[src/rtl/data_mem_arb_pkg.sv]
// data_mem_arb_pkg: shared types and constants for the data memory arbiter.
//   arb_state_t : arbiter FSM states
//   arb_owner_t : which port owns the current access (core or external)
//   CNT_W       : width of the read-latency counter (covers MEM_LATENCY 1..7)
package data_mem_arb_pkg;
    typedef enum logic [1:0] {IDLE, ISSUE, WAIT, RESP} arb_state_t;
    typedef enum logic {OWN_C, OWN_E} arb_owner_t;
    localparam int CNT_W = 3;
endpackage

[src/rtl/data_mem_arbiter_rr.sv]
// mem_arb_rr: two-way round-robin picker between the core (bit 0) and external (bit 1) ports.
//   clk_i, rst_i : clock, asynchronous active-low reset
//   req          : request vector {external, core}
//   en           : grant may be taken this cycle; updates the round-robin history
//   grant        : winning port
//   valid        : at least one port is requesting
module mem_arb_rr
    import data_mem_arb_pkg::*;
(
    input  logic       clk_i,
    input  logic       rst_i,
    input  logic [1:0] req,
    input  logic       en,
    output arb_owner_t grant,
    output logic       valid
);
    arb_owner_t last_grant;
    // On a tie the port that was not granted last wins; history starts at E so the core wins first.
    always_comb begin
        valid = |req;
        grant = (&req) ? ((last_grant == OWN_C) ? OWN_E : OWN_C) : (req[1] ? OWN_E : OWN_C);
    end
    always_ff @(posedge clk_i or negedge rst_i) begin
        if (!rst_i) last_grant <= OWN_E;
        else if (en && valid) last_grant <= grant;
    end
endmodule

[src/rtl/data_mem_arbiter.sv]
// data_mem_arbiter: serialises core (C) and external (E) accesses onto the single-port data_mem.
//   clk_i, rst_i                              : clock, asynchronous active-low reset
//   c_req_i/c_we_i/c_size_i/c_addr_i/c_wd_i   : core request, held until c_ack_o
//   c_rd_o, c_ack_o, c_stall_o                : core read data, completion pulse, stall
//   e_req_i/e_we_i/e_size_i/e_addr_i/e_wd_i   : external request, held until e_ack_o
//   e_rd_o, e_ack_o                           : external read data, completion pulse
//   mem_req_o/mem_we_o/mem_size_o/mem_addr_o/mem_wd_o : data_mem request and latched fields
//   mem_rd_i                                  : data_mem read data, MEM_LATENCY cycles after mem_req_o
module data_mem_arbiter
    import data_mem_arb_pkg::*;
#(
    parameter int MEM_LATENCY = 1,
    parameter int ADDR_W      = 32
)(
    input  logic              clk_i,
    input  logic              rst_i,
    input  logic              c_req_i,
    input  logic              c_we_i,
    input  logic [2:0]        c_size_i,
    input  logic [ADDR_W-1:0] c_addr_i,
    input  logic [31:0]       c_wd_i,
    output logic [31:0]       c_rd_o,
    output logic              c_ack_o,
    output logic              c_stall_o,
    input  logic              e_req_i,
    input  logic              e_we_i,
    input  logic [2:0]        e_size_i,
    input  logic [ADDR_W-1:0] e_addr_i,
    input  logic [31:0]       e_wd_i,
    output logic [31:0]       e_rd_o,
    output logic              e_ack_o,
    output logic              mem_req_o,
    output logic              mem_we_o,
    output logic [2:0]        mem_size_o,
    output logic [ADDR_W-1:0] mem_addr_o,
    output logic [31:0]       mem_wd_o,
    input  logic [31:0]       mem_rd_i
);
    arb_state_t       state, state_nx;
    arb_owner_t       owner, grant;
    logic             grant_valid;
    logic [CNT_W-1:0] cnt;
    logic [31:0]      rdata;

    mem_arb_rr u_rr (
        .clk_i (clk_i),
        .rst_i (rst_i),
        .req   ({e_req_i, c_req_i}),
        .en    (state == IDLE),
        .grant (grant),
        .valid (grant_valid)
    );

    always_ff @(posedge clk_i or negedge rst_i) begin
        if (!rst_i) state <= IDLE;
        else state <= state_nx;
    end

    always_comb begin
        state_nx = state;
        case (state)
            IDLE:    state_nx = grant_valid ? ISSUE : IDLE;
            ISSUE:   state_nx = mem_we_o ? RESP : WAIT;
            WAIT:    state_nx = (cnt == '0) ? RESP : WAIT;
            default: state_nx = IDLE;
        endcase
        mem_req_o = state == ISSUE;
        c_ack_o   = state == RESP && owner == OWN_C;
        e_ack_o   = state == RESP && owner == OWN_E;
        c_rd_o    = c_ack_o ? rdata : '0;
        e_rd_o    = e_ack_o ? rdata : '0;
        // Gated by reset so every output reads 0 while reset is held.
        c_stall_o = rst_i && c_req_i && !c_ack_o;
    end

    // Memory-side fields change only when a grant is taken, so they stay stable through RESP.
    // rdata is cleared on each grant so a write completion returns 0 rather than stale read data.
    always_ff @(posedge clk_i or negedge rst_i) begin
        if (!rst_i) begin
            owner      <= OWN_C;
            mem_we_o   <= 1'b0;
            mem_size_o <= '0;
            mem_addr_o <= '0;
            mem_wd_o   <= '0;
            cnt        <= '0;
            rdata      <= '0;
        end else begin
            if (state == IDLE && grant_valid) begin
                owner      <= grant;
                mem_we_o   <= (grant == OWN_E) ? e_we_i : c_we_i;
                mem_size_o <= (grant == OWN_E) ? e_size_i : c_size_i;
                mem_addr_o <= (grant == OWN_E) ? e_addr_i : c_addr_i;
                mem_wd_o   <= (grant == OWN_E) ? e_wd_i : c_wd_i;
                rdata      <= '0;
            end
            if (state == ISSUE) cnt <= CNT_W'(MEM_LATENCY - 1);
            if (state == WAIT) begin
                if (cnt == '0) rdata <= mem_rd_i;
                else cnt <= cnt - 1'b1;
            end
        end
    end
endmodule

[config.mk]
export PLATFORM = sky130hd
export DESIGN_NAME = data_mem_arbiter
export DESIGN_NICKNAME = d
export VERILOG_FILES = /design/src/rtl/data_mem_arb_pkg.sv /design/src/rtl/data_mem_arbiter_rr.sv /design/src/rtl/data_mem_arbiter.sv
export SDC_FILE = /design/constraint.sdc
export NUM_CORES = 1
export LEC_CHECK = 0
export BUFFER_PORTS_ARGS = -buffer_cell sky130_fd_sc_hd__buf_2
export CORE_AREA = 2 2 118 120
export DETAILED_ROUTE_END_ITERATION = 16
export DIE_AREA = 0 0 120 122
export PLACE_DENSITY = 0.85
export SETUP_SLACK_MARGIN = 0.1
export SYNTH_ARGS = -nofsm -noshare
export SYNTH_HDL_FRONTEND = slang
export SYNTH_HIERARCHICAL = 1
export SYNTH_SLANG_ARGS = --single-unit
[constraint.sdc]
create_clock -name clk_i -period 2.8 [get_ports clk_i]
set_input_delay 0.28 -clock clk_i [delete_from_list [all_inputs] [get_ports clk_i]]
set_output_delay 0.28 -clock clk_i [all_outputs]
set_load 0.005 [all_outputs]
==> impl_metrics.json, run 1 <==
{
  "start_kind": "flip-flop",
  "reg2reg_setup_slack_ps": 940,
  "yosysWarnings": 6,
  "synth_top_area_share_pct": 50.3,
  "maxSlewViolCount": 0,
  "fp.dieH_um": 122,
  "arrival_ps": 1740,
  "fin_tns_setup_ps": 0,
  "htree_levels": 3,
  "cts_buffers": 9,
  "antenna_cells": 0,
  "cts.hold.buffers_added": 0,
  "grt_pass1_wl_um": 21300,
  "synth_edf_count": 0,
  "syn_inst": 547,
  "setup_violations": 0,
  "wire_per_inst_um": 13.4,
  "dieWidth_um": 120,
  "first_pass_iters": 4,
  "grt_usage_pct": 18.3,
  "ir_drop_v": 0.000394,
  "cts.sinks": 107,
  "critPathKind": "reg2out",
  "powerDensity_mw_per_mm2": 923,
  "finalNetCount": 1013,
  "gp_congestion": 0.787,
  "drtIter0Drc": 156,
  "rows": 43,
  "power_leakage_nw": 4.15,
  "dp_hpwl_um": 10600,
  "clk_pin_slew_ps": 70,
  "reg2regPathDepth": 6,
  "grt_setup_unrepaired": "no",
  "design.die.area_mm2": 0.0146,
  "synth_top_area_cell": "dfrtp_1",
  "relSlewSlack_pct": 54.8,
  "cap_violations": 0,
  "status": "completed",
  "fin_crit_sh_pct": 72.2,
  "synth_seq_cells": 107,
  "grt_max_degree": 108,
  "grt.overflow.total": 0,
  "antenna_found_initial": 0,
  "grt_use_met2_pct": 33.6,
  "synthDistinctLibCells": 28,
  "clock_skew_ps": 10.2,
  "drc": 0,
  "cp_max_fo": 34,
  "hold_viol": 0,
  "reg2reg_to": "rdata[24]$_DFF_PN0_",
  "yosysMostFrequentCell": "nand2_1",
  "io_pins": 308,
  "num_vias": 4749,
  "drive_gt1_share_pct": 40.5,
  "hold_class": "in2async",
  "seqCellArea_mm2": 0.00268,
  "required_ps": 2520,
  "layout_min_cycle_time_ps": 2020,
  "post_cts_buffers": 0,
  "fill_cells": 1251,
  "finalInstanceArea_mm2": 0.00718,
  "syn_area_mm2": 0.00527,
  "grt_use_met1_pct": 21.3,
  "vias_per_cell": 4.66,
  "end_kind": "primary output",
  "utilization_pct": 53.1,
  "busiest_layer": "met2",
  "worstMarginPinSlew_ps": 678,
  "synth.area.top_cells": "dfrtp_1 50%, mux2i_1 13%, nand2_1 9.6%, o21ai_0 5.7%, and2_1 3.9%",
  "placed_area_mm2": 0.00689,
  "start_util_pct": 39.0,
  "post_cts_resized": 0,
  "whs_ps": 56.6,
  "clock_latency_ps": 340,
  "netlist_top_cells_count": "135 x nand2_1, 106 x dfrtp_1, 70 x mux2i_1",
  "clockBufferDepth": 2,
  "grt_pass1_vias": 4388,
  "coreArea_mm2": 0.0135,
  "cts_tree": "built",
  "fmax_mhz": 495,
  "synthToLayoutAreaGrowth_pct": 36.2,
  "syn_area_per_cell_um2": 9.63,
  "gr-usage-met3_pct": 4.35,
  "async_flop_share_pct": 100,
  "synth_nets": 725,
  "multi_input_area_mm2": 0.00232,
  "root_buffer": "clkbuf_16",
  "ys_seq_area_share_pct": 50.8,
  "final_antenna_net_count": 0,
  "worstReg2RegStart": "state[0]$_DFF_PN0_",
  "synthFlopType": "dfrtp_1",
  "wl_um": 13700,
  "portBuffers": 307
}
==> cell usage in the layout (no fill, tap or decap) <==
master and n:
clkinv_4 2, ha_1 6, a31oi_1 2, inv_6 2
or2_1 1, nand2_4 1, and3_1 32, inv_1 5
o21ai_0 60, nor2b_4 1, nor2_1 1, clkinvlp_4 1
nand2b_1 3, and3b_1 1, mux2i_1 70, clkinv_2 1
dfstp_2 1, dfrtp_1 106, buf_12 1, o21ai_1 9
nand3b_1 1, and2_1 33, a21oi_1 1, buf_4 12
clkbuf_8 1, a21boi_4 1, nand2_1 135, o31ai_1 1
clkbuf_16 9, nand3_1 33, buf_2 306, mux2_2 1
==> stage by stage <==
stage          cells  power (W)  worst slack, ps
2_1_floorplan    547    0.00431             1400
3_3_place_gp    1004    0.00536              989
3_5_place_dp    1004    0.00550              930
4_1_cts         1020    0.00671              730
5_1_grt         1020    0.00720              623
6_report        1020    0.00662              779
==> metal layers <==
| layer | part of all wire, % | vias up |
|---|---|---|
| met2 | 52 | 198 |
| met3 | 7.5 | 11 |
| met4 | 1.2 | 0 |
| li1 | - | 2404 |
| met5 | 0 | - |
| met1 | 39 | 2136 |
==> cells by family (layout without fill, tap and decap cells) <==
group                    Yosys count  after routing  share of synthesized area, %
multiplexers                      71             71                          13.5
adder cells (fa/ha/maj)            6              6                          1.42
flip-flops                       107            107                          50.8
AO/OA/AOI/OAI                     74             74                          7.17
AND/OR/NAND/NOR                  242            242                          21.7
buffers and inverters             47            340                          5.34
==> how the worst max path moves through the flow <==
stage                                      startpoint                   to  slack (ps)  cells past startpoint
final                              state[0]$_DFF_PN0_            c_rd_o[1]         780                      4
after global routing               state[1]$_DFF_PN0_            c_rd_o[1]         620                      4
after CTS                          state[0]$_DFF_PN0_            c_rd_o[1]         730                      4
after detailed placement           state[0]$_DFF_PN0_  rdata[24]$_DFF_PN0_         930                      6
after global placement             state[0]$_DFF_PN0_  rdata[22]$_DFF_PN0_         990                      6
after floorplan           u_rr/last_grant$_DFFE_PN1P_    owner$_DFFE_PN0P_        1400                      5
==> final cells by class <==
cell class,instances,area share [%]
Clock buffer,10,3.33
Timing Repair Buffer,319,22.9
Sequential cell,107,37.3
Inverter,5,0.262
Multi-Input combinational cell,393,32.4
Clock inverter,6,0.663
Tap cell,180,3.14
==> worst max-delay path, cell delays in order (launching register included) <==
cell and delay, ps:
dfrtp_1 390, ha_1 200, nor2b_4 490, and2_1 210
buf_2 110
==> registers in the layout, summed over array words and instances, names as in the netlist <==
signal / cells
mem_addr_o: 32
mem_wd_o: 32
rdata: 32
cnt: 3
mem_size_o: 3
state: 2
mem_we_o: 1
owner: 1
u_rr/last_grant: 1
==> power breakdown <==
part	total (W)	internal, W	switching (W)
Sequential	0.00269	0.00227	0.000425
Combinational	0.00272	0.00117	0.00156
Clock	0.00121	0.000636	0.000570
Total	0.00662	0.00407	0.00255
Note: power is estimated with default switching activity, not from simulation.
==> inputs of run 2 (changes only) <==
PLACE_DENSITY = 0.87   (was 0.85)
clock period = 1.69 ns   (was 2.8 ns; I/O delays follow)
==> impl_metrics.json, run 2 (synthesized netlist as in run 1, its figures left out) <==
{
  "htree_levels": 3,
  "grt.overflow.total": 0,
  "grt_max_degree": 108,
  "p_seq_share_pct": 37.7,
  "fill_cells": 1215,
  "cp_max_fo": 6,
  "layout_common_cells": "296 x buf_2, 135 x nand2_1, 105 x dfrtp_1, 70 x mux2i_1, 58 x o21ai_0",
  "final_common_cell": "buf_2",
  "switching_share_pct": 38.1,
  "wire_per_inst_um": 14.8,
  "start_util_pct": 39.0,
  "cts_buffers": 9,
  "dp_hpwl_um": 11000,
  "clock_latency_ps": 350,
  "p_switching_w": 0.00456,
  "grt_usage_pct": 19.7,
  "final_antenna_net_count": 0,
  "reg_top3": "mem_addr_o (32), mem_wd_o (32), rdata (32)",
  "synthToLayoutAreaGrowth_pct": 44.5,
  "worstMarginPinSlew_ps": 551,
  "cap_violations": 0,
  "portBuffers": 307,
  "fin_ws_ps": -5.25,
  "num_vias": 4986,
  "finalInstanceArea_mm2": 0.00761,
  "power_leakage_nw": 4.32,
  "design.die.area_mm2": 0.0146,
  "maxSlewViolCount": 0,
  "fmax_mhz": 590,
  "drc": 0,
  "fp.dieH_um": 122,
  "cts_tree": "built",
  "end_kind": "primary output",
  "p_comb_share_pct": 45.7,
  "root_buffer": "clkbuf_16",
  "placed_area_mm2": 0.00697,
  "wl_um": 15400,
  "hold_viol": 0,
  "violations": "setup timing",
  "required_ps": 1520,
  "arrival_ps": 1530,
  "drtIter0Drc": 153,
  "drive_gt1_share_pct": 43.2,
  "critPathKind": "reg2out",
  "clock_power_share_pct": 16.7,
  "setup_violations": 2,
  "first_pass_iters": 4,
  "vias_per_cell": 4.80,
  "grt_pass1_vias": 4411,
  "powerDensity_mw_per_mm2": 1570,
  "p_int_w": 0.00741,
  "fin_crit_sh_pct": 100,
  "grt_setup_unrepaired": "yes",
  "antenna_found_initial": 1,
  "hold_class": "in2reg",
  "cts.sinks": 107,
  "finalNetCount": 1030,
  "io_pins": 308,
  "relSlewSlack_pct": 63.2,
  "grt_pass1_wl_um": 22400,
  "coreArea_mm2": 0.0135,
  "ir_drop_v": 0.000731,
  "clock_skew_ps": 7.68,
  "dieWidth_um": 120,
  "layout_min_cycle_time_ps": 1700,
  "gp_congestion": 0.799,
  "pre_cts_slack_ps": 116,
  "rows": 43,
  "clk_pin_slew_ps": 70,
  "clockBufferDepth": 2,
  "status": "complete, but fails checks",
  "start_kind": "flip-flop"
}
## run 2: changes by cell type in the layout (fill, tap and decap cells not counted), moves of 3 or more
cell,previous run,this run
ha_1,6,2
ha_4,0,3
buf_12,1,7
buf_2,306,296
and2_4,0,10
buf_6,0,17
and2_1,33,23
## run 2: what timing repair did
| item | in CTS | in global routing |
|---|---|---|
| pin swaps | 17 | 2 |
| endpoints found under the hold margin | 106 | 0 |
| hold buffers | 1 | 0 |
| endpoints found under the setup margin | 67 | 125 |
| setup buffers | 6 | 3 |
| gates resized for setup | 13 | 32 |
| gates cloned | 1 | 3 |
## run 2: metal layers
metal / GRT usage, % / share of wire, % / vias up
met5: 0 / 0 / -
met4: 7.06 / 1.5 / 0
met3: 3.14 / 5.7 / 14
met2: 36.3 / 53 / 199
met1: 23.1 / 40 / 2322
li1: - / - / 2451
## run 2: path summary, 6_finish.rpt
path	startpoint	cells past startpoint	end	slack (ps)
max	state[0]$_DFF_PN0_	5	c_rd_o[23]	-5
min	mem_rd_i[25]	3	rdata[25]$_DFF_PN0_	20
max reg2reg	state[1]$_DFF_PN0_	6	mem_wd_o[10]$_DFFE_PN0P_	170
min reg2reg	mem_addr_o[16]$_DFFE_PN0P_	2	mem_addr_o[16]$_DFFE_PN0P_	470
max in group asynchronous	rst_i	3	mem_wd_o[5]$_DFFE_PN0P_	770
min in group asynchronous	rst_i	3	mem_addr_o[16]$_DFFE_PN0P_	530
## run 2: final cells by class
cell class / count / area [µm²] / share of cell area (%)
Timing Repair Buffer: 335 / 1990 / 26.1
Inverter: 5 / 18.8 / 0.246
Clock inverter: 3 / 22.5 / 0.296
Tap cell: 180 / 225 / 2.96
Antenna cell: 1 / 2.50 / 0.0329
Sequential cell: 107 / 2680 / 35.2
Multi-Input combinational cell: 394 / 2410 / 31.7
Clock buffer: 13 / 260 / 3.42
## run 2: through the flow
| stage | hold slack [ps] | utilization [%] | setup TNS (ps) | std cells | power, W |
|---|---|---|---|---|---|
| global route | 18.8 | 56.4 | -1380 | 1037 | 0.0128 |
| floorplan | -127 | - | 0 | 547 | 0.00714 |
| detailed placement | 333 | 51.6 | 0 | 1007 | 0.00929 |
| global placement | 328 | 51.6 | 0 | 1007 | 0.00905 |
| finish | 16.1 | 56.4 | -9.31 | 1038 | 0.0120 |
| CTS | 0.210 | 54.7 | -196 | 1031 | 0.0116 |
## run 2: power groups by stage
stage	combinational [W]	clock, W	sequential, W
after floorplan	0.00271	0	0.00443
after global placement	0.00461	0	0.00444
after detailed placement	0.00479	0	0.00449
after CTS	0.00503	0.00207	0.00449
after global routing	0.00605	0.00215	0.00464
final	0.00546	0.00199	0.00451
## run 2: critical path, cell delays in order (launching register included)
cell and delay (ps):
dfrtp_1 410, ha_4 190, nor2b_4 200, buf_6 150, and2_4 140, buf_6 90
==> inputs of run 3 (changes only) <==
ABC_AREA = 1   (was not set)
CORE_AREA = not set   (was 2 2 118 120)
CORE_MARGIN = 1.5   (was not set)
CORE_UTILIZATION = 41   (was not set)
DIE_AREA = not set   (was 0 0 120 122)
PLACE_DENSITY = 0.89   (was 0.87)
==> impl_metrics.json, run 3 <==
{
  "status": "complete, but fails checks",
  "violations": "setup timing",
  "fmax_mhz": 590,
  "synth_top_area_cell": "dfrtp_1",
  "required_ps": 1520,
  "critPathKind": "reg2out",
  "grt_usage_pct": 22.5,
  "synth_seq_cells": 107,
  "hold_viol": 0,
  "grt_pass1_vias": 5563,
  "cap_violations": 0,
  "min_from": "mem_rd_i[20]",
  "maxSlewViolCount": 0,
  "fin_tns_setup_ps": -20.6,
  "dp_hpwl_um": 11000,
  "cts_buffers": 9,
  "yosysMostFrequentCell": "nand2_1",
  "layout_min_cycle_time_ps": 1700,
  "first_pass_iters": 4,
  "synth_nets": 986,
  "design.die.area_mm2": 0.0142,
  "pre_cts_slack_ps": 190,
  "reg_top3": "mem_addr_o (32), mem_wd_o (32), rdata (32)",
  "synth_edf_count": 0,
  "clockBufferDepth": 2,
  "fin_ws_ps": -6.02,
  "syn_area_per_cell_um2": 6.83,
  "async_flop_share_pct": 100,
  "start_util_pct": 41.8,
  "layout_common_cells": "491 x nand2_1, 306 x buf_2, 106 x dfrtp_1, 62 x nor2_1, 40 x inv_1",
  "htree_levels": 3,
  "syn_inst": 808,
  "power_leakage_nw": 4.92,
  "ys_seq_area_share_pct": 48.5,
  "synthDistinctLibCells": 21,
  "cts_tree": "built",
  "holdPathStages": 3,
  "io_pins": 308,
  "relSlewSlack_pct": 60.7,
  "setup_violations": 7,
  "reg2regPathDepth": 7,
  "worstReg2RegStart": "state[1]$_DFF_PN0_",
  "reg2reg_setup_slack_ps": 170,
  "num_vias": 5973,
  "clk_pin_slew_ps": 70,
  "start_kind": "flip-flop",
  "rows": 42,
  "antenna_found_initial": 1,
  "wl_um": 16400,
  "synthFlopType": "dfrtp_1",
  "whs_ps": 27.2,
  "end_kind": "primary output",
  "fp.dieH_um": 119,
  "worstMarginPinSlew_ps": 589,
  "clock_latency_ps": 340,
  "grt_max_degree": 108,
  "root_buffer": "clkbuf_16",
  "synthToLayoutAreaGrowth_pct": 42.6,
  "cts.sinks": 107,
  "final_common_cell": "nand2_1",
  "hold_end": "rdata[20]$_DFF_PN0_",
  "syn_area_mm2": 0.00552,
  "finalNetCount": 1287,
  "drive_gt1_share_pct": 33.3,
  "fin_crit_sh_pct": 100,
  "clock_skew_ps": 8.97,
  "arrival_ps": 1530,
  "coreArea_mm2": 0.0132,
  "synth_top_area_share_pct": 48.1,
  "dieWidth_um": 119,
  "wire_per_inst_um": 12.7,
  "crit_start": "state[0]$_DFF_PN0_",
  "gp_congestion": 0.854,
  "ir_drop_v": 0.000612,
  "synth.area.top_cells": "dfrtp_1 48%, nand2_1 34%, nor2_1 4.6%, nand3_1 3.1%, inv_1 2.9%",
  "netlist_top_cells_count": "493 x nand2_1, 106 x dfrtp_1, 67 x nor2_1",
  "fill_cells": 1177,
  "utilization_pct": 59.7,
  "yosysWarnings": 6,
  "hold_class": "in2reg",
  "portBuffers": 307,
  "grt_pass1_wl_um": 25800,
  "drc": 0,
  "final_antenna_net_count": 0,
  "drtIter0Drc": 365,
  "reg2reg_to": "rdata[1]$_DFF_PN0_",
  "cp_max_fo": 8,
  "grt.overflow.total": 0,
  "powerDensity_mw_per_mm2": 1550,
  "vias_per_cell": 4.63,
  "grt_setup_unrepaired": "yes"
}
==> run 3: cell types whose count changed in the layout (fill, tap and decap cells not counted), moves of 9 or more <==
cell,change
and2_1,-23
and2_4,-10
and3_1,-32
buf_2,+10
buf_6,-15
inv_1,+35
mux2i_1,-70
nand2_1,+356
nor2_1,+62
o21ai_0,-57
o21ai_1,-9
==> run 3: worst max-delay path, stage by stage, from the launching register on <==
cell       delay, ps
dfrtp_1          410
ha_4             170
buf_4            140
nand2_4          120
clkbuf_16        180
nor2_1            50
buf_2            120
==> run 3: metal layers <==
metal | GRT usage (%) | wire (µm)
met1 | 26.4 | 6660
met2 | 41.4 | 8380
met3 | 4.41 | 1050
met4 | 6.55 | 333
met5 | 0 | 0
==> run 3: cell families (layout without fill, tap and decap cells) <==
kind of cell / after synthesis / in the layout / synth area share, %
other: 0 / 1 / 0
AND/OR/NAND/NOR: 598 / 598 / 41.7
adder cells (fa/ha/maj): 6 / 6 / 1.36
AO/OA/AOI/OAI: 4 / 4 / 0.363
buffers and inverters: 93 / 399 / 8.03
flip-flops: 107 / 107 / 48.5
==> run 3: how the worst max path moves through the flow <==
stage | end | slack (ps) | depth (start not counted)
after floorplan | mem_addr_o[13]$_DFFE_PN0P_ | 290 | 9
after global placement | c_rd_o[13] | 270 | 7
after detailed placement | c_rd_o[13] | 190 | 7
after CTS | c_rd_o[23] | 20 | 7
after global routing | c_rd_o[23] | -80 | 7
final | e_rd_o[18] | -6 | 6
==> run 3: stage by stage <==
step / cell area [µm²] / std cells / power, W
after floorplan: 5520 / 808 / 0.00736
after global placement: 7220 / 1259 / 0.00931
after detailed placement: 7220 / 1259 / 0.00950
after CTS: 7640 / 1285 / 0.0118
after global routing: 7870 / 1291 / 0.0132
final: 7870 / 1291 / 0.0122
==> run 3: area by class of cell <==
class                           count  area, µm²  share of cell area [%]
Antenna cell                        1       2.50                  0.0318
Tap cell                          176        220                    2.80
Sequential cell                   107       2680                    34.0
Inverter                           48        205                    2.61
Clock buffer                       11        233                    2.96
Multi-Input combinational cell    608       2490                    31.7
Clock inverter                      5       38.8                   0.493
Timing Repair Buffer              335       2000                    25.4
==> run 3: power by group <==
part / switching (W) / internal [W] / total [W]
clock network: 0.000917 / 0.00101 / 0.00193
registers: 0.000641 / 0.00372 / 0.00436
logic: 0.00341 / 0.00253 / 0.00594
total: 0.00496 / 0.00726 / 0.0122
==> run 3: what timing repair did <==
action | CTS | global route
resized for setup | 11 | 29
setup endpoints to repair | 66 | 120
endpoints found under the hold margin | 106 | 0
gates cloned | 2 | 4
buffers inserted | 7 | 1
hold buffers | 1 | 0
